File: config.mk
export PLATFORM = sky130hd
export DESIGN_NAME = layer_compositor
export DESIGN_NICKNAME = d
export VERILOG_FILES = /design/src/rtl/game_pkg.sv /design/src/rtl/prio_encoder.sv /design/src/rtl/layer_compositor.sv
export SDC_FILE = /design/constraint.sdc
export NUM_CORES = 1
export LEC_CHECK = 0
export ABC_AREA = 1
export CAP_MARGIN = 20
export CORE_MARGIN = 5
export CORE_UTILIZATION = 35
export DETAILED_ROUTE_END_ITERATION = 8
export PLACE_DENSITY_LB_ADDON = 0.3
export SLEW_MARGIN = 40
export SYNTH_ARGS = -nofsm -noshare
export SYNTH_HDL_FRONTEND = slang
export SYNTH_SLANG_ARGS = --single-unit
export TNS_END_PERCENT = 5
File: constraint.sdc
create_clock -name clk -period 14.2 [get_ports clk]
set_input_delay 2.84 -clock clk [delete_from_list [all_inputs] [get_ports clk]]
set_output_delay 2.84 -clock clk [all_outputs]
set_load 0.01 [all_outputs]
File: src/rtl/game_pkg.sv
// Shared game-level constants: state codes and layer indices
// used by the VGA pixel path.
package game_pkg;

    localparam int STATE_W = 4;

    typedef enum logic [STATE_W-1:0] {
        TITLE    = 4'd0,
        STAFF    = 4'd1,
        STAGE1   = 4'd2,
        SUCCESS1 = 4'd3,
        STAGE2   = 4'd4,
        SUCCESS2 = 4'd5,
        STAGE3   = 4'd6,
        SUCCESS3 = 4'd7,
        FAIL     = 4'd8
    } game_state_e;

    typedef enum logic [2:0] {
        INTERFACE = 3'd0,
        OBJ       = 3'd1,
        MAP       = 3'd2,
        DOOR      = 3'd3,
        BOSS      = 3'd4,
        PLAYER    = 3'd5
    } layer_e;

endpackage

File: src/rtl/prio_encoder.sv
// Lowest-set-bit priority encoder with a valid flag.
// Bit 0 has the highest priority.
module prio_encoder #(
    parameter int WIDTH = 6,
    parameter int IDX_W = (WIDTH > 1) ? $clog2(WIDTH) : 1
) (
    input  logic [WIDTH-1:0] req,
    output logic [IDX_W-1:0] idx,
    output logic             valid
);

    always_comb begin
        idx   = '0;
        valid = 1'b0;
        // Scan downwards so the lowest set bit is written last.
        for (int i = WIDTH - 1; i >= 0; i--) begin
            if (req[i]) begin
                idx   = IDX_W'(i);
                valid = 1'b1;
            end
        end
    end

endmodule

File: src/rtl/layer_compositor.sv
// Two-stage layer compositor: per-state visibility mask, priority
// select and frame-counted blanking after game-state changes.
module layer_compositor #(
    parameter int NUM_LAYERS   = 6,
    parameter int ADDR_W       = 17,
    parameter int STATE_W      = game_pkg::STATE_W,
    parameter int NUM_STATES   = 9,
    parameter int TRANS_FRAMES = 2,
    parameter logic [NUM_LAYERS-1:0] MASK_RESET = '1,
    localparam int LAYER_W =
        (NUM_LAYERS > 1) ? $clog2(NUM_LAYERS) : 1,
    localparam int CNT_W =
        (TRANS_FRAMES > 0) ? $clog2(TRANS_FRAMES + 1) : 1
) (
    input  logic                         clk,
    input  logic                         rst,
    input  logic [STATE_W-1:0]           state,
    input  logic [9:0]                   h_cnt,
    input  logic [9:0]                   v_cnt,
    input  logic [NUM_LAYERS-1:0]        layer_hit,
    input  logic [NUM_LAYERS*ADDR_W-1:0] layer_addr,
    input  logic                         cfg_we,
    input  logic [STATE_W-1:0]           cfg_state,
    input  logic [NUM_LAYERS-1:0]        cfg_mask,
    output logic [ADDR_W-1:0]            pixel_addr,
    output logic [LAYER_W-1:0]           pixel_layer,
    output logic                         notBlank
);

    import game_pkg::*;

    logic [NUM_LAYERS-1:0] mask [NUM_STATES];
    logic [STATE_W-1:0]    prev_state;
    logic [CNT_W-1:0]      trans_cnt;
    logic [CNT_W-1:0]      trans_next;

    logic state_ok;
    logic cfg_ok;
    logic frame_start;
    logic change;
    logic [NUM_LAYERS-1:0] eff_hit;

    logic [NUM_LAYERS-1:0] s1_hit;
    logic [ADDR_W-1:0]     s1_addr [NUM_LAYERS];
    logic                  s1_blank;

    logic [LAYER_W-1:0] enc_idx;
    logic               enc_valid;

    assign state_ok    = int'(state) < NUM_STATES;
    assign cfg_ok      = int'(cfg_state) < NUM_STATES;
    assign frame_start = (h_cnt == 10'd0) && (v_cnt == 10'd0);
    assign change      = state != prev_state;
    assign eff_hit     = state_ok ? (layer_hit & mask[state]) : '0;

    // Reload beats decrement when a change lands on a frame start.
    always_comb begin
        trans_next = trans_cnt;
        if (change) begin
            trans_next = CNT_W'(TRANS_FRAMES);
        end else if (frame_start && trans_cnt != '0) begin
            trans_next = trans_cnt - 1'b1;
        end
    end

    always_ff @(posedge clk or posedge rst) begin
        if (rst) begin
            for (int i = 0; i < NUM_STATES; i++) begin
                mask[i] <= MASK_RESET;
            end
        end else if (cfg_we && cfg_ok) begin
            mask[cfg_state] <= cfg_mask;
        end
    end

    always_ff @(posedge clk or posedge rst) begin
        if (rst) begin
            prev_state <= '0;
            trans_cnt  <= '0;
        end else begin
            prev_state <= state;
            trans_cnt  <= trans_next;
        end
    end

    // Blank flag uses the post-update count, so the pixel on the
    // change cycle is blanked and the final frame-start pixel is not.
    always_ff @(posedge clk or posedge rst) begin
        if (rst) begin
            s1_hit   <= '0;
            s1_blank <= 1'b0;
            for (int i = 0; i < NUM_LAYERS; i++) begin
                s1_addr[i] <= '0;
            end
        end else begin
            s1_hit   <= eff_hit;
            s1_blank <= trans_next != '0;
            for (int i = 0; i < NUM_LAYERS; i++) begin
                s1_addr[i] <= layer_addr[i*ADDR_W +: ADDR_W];
            end
        end
    end

    prio_encoder #(
        .WIDTH (NUM_LAYERS),
        .IDX_W (LAYER_W)
    ) u_prio (
        .req   (s1_hit),
        .idx   (enc_idx),
        .valid (enc_valid)
    );

    always_ff @(posedge clk or posedge rst) begin
        if (rst) begin
            pixel_addr  <= '0;
            pixel_layer <= '0;
            notBlank    <= 1'b0;
        end else if (enc_valid && !s1_blank) begin
            pixel_addr  <= s1_addr[enc_idx];
            pixel_layer <= enc_idx;
            notBlank    <= 1'b1;
        end else begin
            pixel_addr  <= '0;
            pixel_layer <= '0;
            notBlank    <= 1'b0;
        end
    end

endmodule

==> impl_results.md <==
- WL/cell: between 15 and 20 um
- Mean Syn Cell Area: between 9 and 10 sq um
- Ys flop type: dfrtp_1
- Crit share post-route: slightly below 30%
- WS Path Type: flip-flop to primary output
- DR vias/cell: around 4.7
- CTS root buffer: clkbuf_16
- Dpl cell area: between 0.009 and 0.01 sq mm
- Clock power share: 37.3%
- Rows: 53
- Initial Util: between 30% and 40%
- Hold_buf cts: 0
- Hold slack: just under 0.5 ns
- Routed WL: 19.7 mm
- Final Wtd Congestion: 0.827
- Final instance area: roughly 0.0099 sq mm
- Post-Route M1 WL: around 8.3 mm
- First-pass GRT wire length: 30.5 mm
- P_int: between 900 and 1000 uW
- Post-CTS setup buffers: 0
- Final min period: between 4 and 5 ns
- Unrepaired setup endpoints after global routing: no
- Input/output buffers: between 150 and 200
- Crit path capture type: primary output
- Worst-case hold path end point: mask[40]$_DFFE_PP1P_
- Sequential area share after synthesis: ~64%
- Synthesized flop and latch total: between 150 and 200
- Clk sinks: 190
- Clock buffer depth: 2
- Skew-Pair Late Insertion Delay: 0.44 ns
- TNS Setup: 0 ns
- YS warnings: 0
- Die W: about 160 um
- Uppermost routed layer: met5
- CTS clk-pin slew, worst paths: roughly 0.07 ns
- Die Height: around 160 um
- CP startpoint kind: flip-flop
- DR WL met2: 9.88 mm
- Pwr Density: approximately 130 mW/mm^2
- Layout Nets: between 1,000 and 1,500
- CP required: between 10 and 15 ns
- Placeable Area: approximately 0.021 sq mm
- Clk_skew: 0.0116 ns
- Max-cap violation count: 0
- Mapped Cells: around 770
- Worst r2r dst: pixel_addr[15]$_DFF_PP0_
- PnR worst setup slack: 10.01 ns
- Sw frac: 27.8%
- CP arrival: around 1.4 ns
- Total GRT Usage: roughly 16%
- I/O pins: 166
- Filler Cells Inserted: just under 2,000
- Congestion Overflow GR: 0
- Maximum number of pins on one net before global-route repair: roughly 110
- Switching power: between 300 and 400 uW
- Area Growth Syn to Fin: 32.0%
- Crit path largest cell delay: just under 0.6 ns
- Max VDD drop: 77.0 uV
- Layout cells sized above 1: between 10% and 20%
- Synth Cell Area: ~0.0075 sq mm
- Crit path cell chain: clkdlybuf4s50_1
- Unique masters post-synth: 26
- Final Hold Violating Endpoints: 0
- Initial DRC count: 374
- Worst r2r src: s1_hit[3]$_DFF_PP0_
- CTS tree: done
- DR vias: around 5,600
- Mapped Nets: around 910
- Top delay family on crit path: buffers and inverters
- H-Tree Depth: 4
- Post-DRT Antenna Nets: 0
- DIE AREA: 0.0245 sq mm
- Crit path max fanout: 1
- Cts bufs inserted: 17
- Slew headroom: about 50%
- WL met3: ~1.2 mm
- Worst slack, placed: 9.55 ns
- DPL Wire Length: 13.5 mm
- Total power: between 1000 and 1500 uW
- EDFF count, synth: 0
- Outcome: completed
- Vias in the first global route: between 5,000 and 6,000
- Worst hold start: mask[40]$_DFFE_PP1P_
- PostCTS Resize Cnt: 0
- Post-route DRC violation count: 0
- Combinational share of power: 13.4%
- R2r setup slk: about 12 ns
- Initial antenna violation count: 1
- Worst min path class: flip-flop to flip-flop
- Hold depth: 2
- Buf/Inv on CP: 1
- Post-synth ARST share: 100%
- Worst R2R Path Depth: 8
- Sequential share of power: between 40% and 50%
- Worst slew pin tran: 0.751 ns
- Critical path's slowest cell: clkdlybuf4s50_1
- Slew Limit Fails: 0
- P_leak: 0.00428 uW
- # setup viols final: 0
- Max Fclk: 239 MHz
- Ant diodes: 0
- Detailed-router iteration count before antenna repair: 4
-- final cells by class --
type	count	area, sq um	share of cell area, %
clock buffer	17	425	4.30
clock inverter	15	185	1.87
inverter	59	234	2.36
multi-input combinational	478	2210	22.3
sequential	190	4820	48.7
tap	275	344	3.47
timing repair buffer	169	1680	17.0
-- layer usage --
metal,vias to the layer above,GRT usage [%]
met3,22,3.68
li1,2774,-
met5,-,0
met4,2,4.88
met1,2681,21.7
met2,147,26.7
-- synthesized netlist by cell type, types with 2 or more instances --
cell,instances,area share [%]
inv_2,2,0.10
dfrtp_1,136,45
clkbuf_1,5,0.25
buf_4,3,0.30
o21ai_0,61,4.1
buf_2,25,1.7
a21oi_1,50,3.3
nand2_2,3,0.25
nand2_1,143,7.2
inv_1,57,2.9
buf_6,8,1.2
nand3_1,99,6.6
a21boi_1,6,0.60
dfstp_2,54,19
o211ai_1,12,1.2
nor2_1,88,4.4
xnor2_1,4,0.47
nor3_1,4,0.27
-- tightest hold or removal path, delay by kind of cell (launching register included) --
kind / cells / cell delay [ns]
AND/OR/NAND/NOR: 1 / 0.05
flip-flops: 1 / 0.37
AO/OA/AOI/OAI: 1 / 0.06
-- how the worst max path moves through the flow --
stage | from | endpoint | slack, ns | cells past startpoint
after global placement | rst | s1_addr[37]$_DFF_PP0_ | 9.08 | 3
after CTS | pixel_layer[1]$_DFF_PP0_ | pixel_layer[1] | 9.99 | 1
after detailed placement | state[0] | s1_hit[5]$_DFF_PP0_ | 9.55 | 9
after global routing | state[0] | s1_hit[5]$_DFF_PP0_ | 9.83 | 9
after floorplan | rst | notBlank$_DFF_PP0_ | 6.28 | 1
final | pixel_layer[1]$_DFF_PP0_ | pixel_layer[1] | 10.01 | 1
-- kinds of logic (layout without fill, tap and decap cells) --
logic type	Yosys count	count (layout)	synth area share [%]
AOI/OAI and AO/OA	131	131	9.41
adders and majority gates	1	1	0.167
buffers and inverters	100	260	6.37
DFF	190	190	64.3
and+or+nand+nor	341	341	19.2
xor gates and xnor gates	5	5	0.584
-- layout by cell type, fill, tap and decap left out, drive strengths merged --
| cell type | synthesis | layout |
|---|---|---|
| a21boi | 6 | 6 |
| a21oi | 50 | 50 |
| buf | 36 | 5 |
| clkbuf | 5 | 17 |
| clkdlybuf4s50 | 0 | 164 |
| clkinv | 0 | 6 |
| clkinvlp | 0 | 1 |
| dfrtp | 136 | 136 |
| dfstp | 54 | 54 |
| ha | 1 | 1 |
| inv | 59 | 67 |
| nand2 | 146 | 146 |
| nand3 | 99 | 99 |
| nor2 | 90 | 90 |
| nor3 | 4 | 4 |
| nor4 | 1 | 1 |
| o211ai | 12 | 12 |
| o21ai | 62 | 62 |
| o22ai | 1 | 1 |
| or2 | 1 | 1 |
| xnor2 | 4 | 4 |
| xor2 | 1 | 1 |
-- state kept, by name, summed over array words and instances (netlist names) --
name / cells
trans_cnt: 2
notBlank: 1
pixel_layer: 3
s1_blank: 1
s1_addr: 102
s1_hit: 6
pixel_addr: 17
mask: 54
prev_state: 4
-- metrics by stage --
stage,instances,util (%)
after floorplan,768,-
after global placement,1171,44.0
after detailed placement,1171,44.0
after CTS,1203,46.9
after global routing,1203,47.0
final,1203,47.0
-- power by group through the flow --
stage	Combinational, uW	Clock [uW]	Sequential, uW
finish	172	481	636
global route	197	511	642
floorplan	110	0	639
global placement	171	0	644
detailed placement	174	0	646
CTS	175	491	636
Power figures use the tool's default switching activity.
==> edit, RTL diff (same settings) <==
`NUM_STATES`: 9 -> 8.
--- a/src/rtl/layer_compositor.sv
+++ b/src/rtl/layer_compositor.sv
@@ -4,7 +4,7 @@
     parameter int NUM_LAYERS   = 6,
     parameter int ADDR_W       = 17,
     parameter int STATE_W      = game_pkg::STATE_W,
-    parameter int NUM_STATES   = 9,
+    parameter int NUM_STATES   = 8,
     parameter int TRANS_FRAMES = 2,
     parameter logic [NUM_LAYERS-1:0] MASK_RESET = '1,
     localparam int LAYER_W =
Function: changed (a bounded check fails within 10 cycles, from zero or initial values and one cycle with rst high).
==> edit against the original RTL <==
- sequential power down 3.5%
- cell area shrank 3.1%
- core utilization is 0.29 points higher
- synthesized cell count fell by 6.0%
- synthesized area down 3.4%
- worst setup slack worse by 0.0072 ns
- routed wire length fell by 1.1%
- die area down 3.1%
- sequential cell count down 6
- global-route usage grew 0.33 points
- total power down 3.6%
- critical path type is now in2reg
==> edit: results (changes against the original RTL) <==
Outcome = completed
Average cell area after synthesis = 10.04 um^2 (+2.8%)
Sequential cell area fraction in the yosys report = 64.35% (about the same)
Largest cells by area after synthesis = dfrtp_1, dfstp_2, nand3_1, nand2_1, nor2_1
Initial DRC count = 318 (-15%)
M1 wire length = 8179 um (-1.9%)
GR met3 Demand/Resource = 5.031% (+1.4 points)
Maximum fanout along the worst path = 15 (+14)
Synth top cells by count = dfrtp_1, nand2_1, nor2_1
GRT met1 Usage = 21.14% (-0.56 points)
R2R cell count = 7 (-1)
Post-synthesis compound-gate area fraction = 9.063% (-0.35 points)
# nets final = 1020 (-3.9%)
DRT Wirelength = 19430 um (-1.1%)
Worst endpoint data arrival time = 4.56 ns (+3.21 ns)
CP max stage delay = 0.73 ns (+0.15 ns)
Largest net degree at the start of global routing = 109 (-3.5%)
Sequential cell area = 4664 um^2 (-3.3%)
DR WL met2 = 9892 um (+0.14%)
Post-placement cell count = 1125 (-3.9%)
Grt met2 use = 28.16% (+1.4 points)
Sw power = 0.3292 mW (-8.0%)
Fillers = 1941 (-2.1%)
Post-Synth Adder-Cell Area = 0.1726% (+0.0058 points)
Xor and xnor area share after synthesis = 0.4833% (-0.10 points)
Overall Global Routing Usage = 16.61% (+0.33 points)
Syn_nets = 868 (-5.0%)
Detailed Routing Iterations Pass 1 = 5 (+1)
Worst Skew = 0.01075 ns (-0.0008929 ns)
VDD IR-drop max = 0.07282 mV (-5.4%)
GPL Wtd Cong = 0.7967 (-3.7%)
Vias per cell = 4.797 (+2.6%)
Vias in the first global route = 5562 (+0.63%)
Non-filler cells, final = 1157 (-3.8%)
Post-synth cell types = 31 (+19%)
Fraction of layout cells with a size suffix above 1 = 12.29% (+1.1 points)
## edit: changes by cell type after synthesis, sizes merged, moves of 5 or more
cell	change
o221ai	+6
buf	-6
o211ai	-12
dfstp	-6
a21boi	-6
nand2	-30
nor2	+17
inv	-13
o22ai	+5
## edit: layout make-up
type,instances,area share [%]
Clock buffer,17,4.435
Clock inverter,15,1.670
Inverter,46,1.957
Multi-Input combinational cell,453,22.03
Sequential cell,184,48.63
Tap cell,270,3.522
Timing Repair Buffer,172,17.75
## edit: cell families (layout without fill, tap and decap cells)
family	Yosys count	in the layout
AO/OA/AOI/OAI	120	120
XOR/XNOR	4	4
adder cells (fa/ha/maj)	1	1
buffers and inverters	85	250
flip-flops	184	184
AND/OR/NAND/NOR	328	328
## edit: power groups by stage
stage	combinational, mW	sequential, mW	clock [mW]
finish	0.158	0.614	0.471
CTS	0.161	0.614	0.481
global route	0.178	0.619	0.506
detailed placement	0.160	0.623	0
floorplan	0.101	0.615	0
global placement	0.156	0.624	0
## edit: critical path, delay by kind of cell
family / cells / cell delay [ns]
AO/OA/AOI/OAI: 2 / 0.35
buffers and inverters: 2 / 1.19
AND/OR/NAND/NOR: 2 / 0.18
## edit: path summary, 6_finish.rpt
check / slack (ns) / to / startpoint
max reg2reg: 11.79 / pixel_addr[11] / s1_hit[0]
min: 0.49 / mask[40] / mask[40]
min in group asynchronous: 2.86 / s1_addr[4] / rst
min reg2reg: 0.49 / mask[40] / mask[40]
max: 10.00 / s1_hit[0] / state[1]
max in group asynchronous: 10.26 / s1_addr[25] / rst
## edit: stage by stage
step / setup slack [ns] / hold slack (ns)
4_1_cts: 9.435 / 0.4930
6_report: 10.00 / 0.4915
3_5_place_dp: 8.957 / 0.4816
5_1_grt: 9.793 / 0.5105
2_1_floorplan: 6.439 / 0.4623
3_3_place_gp: 9.081 / 0.4790
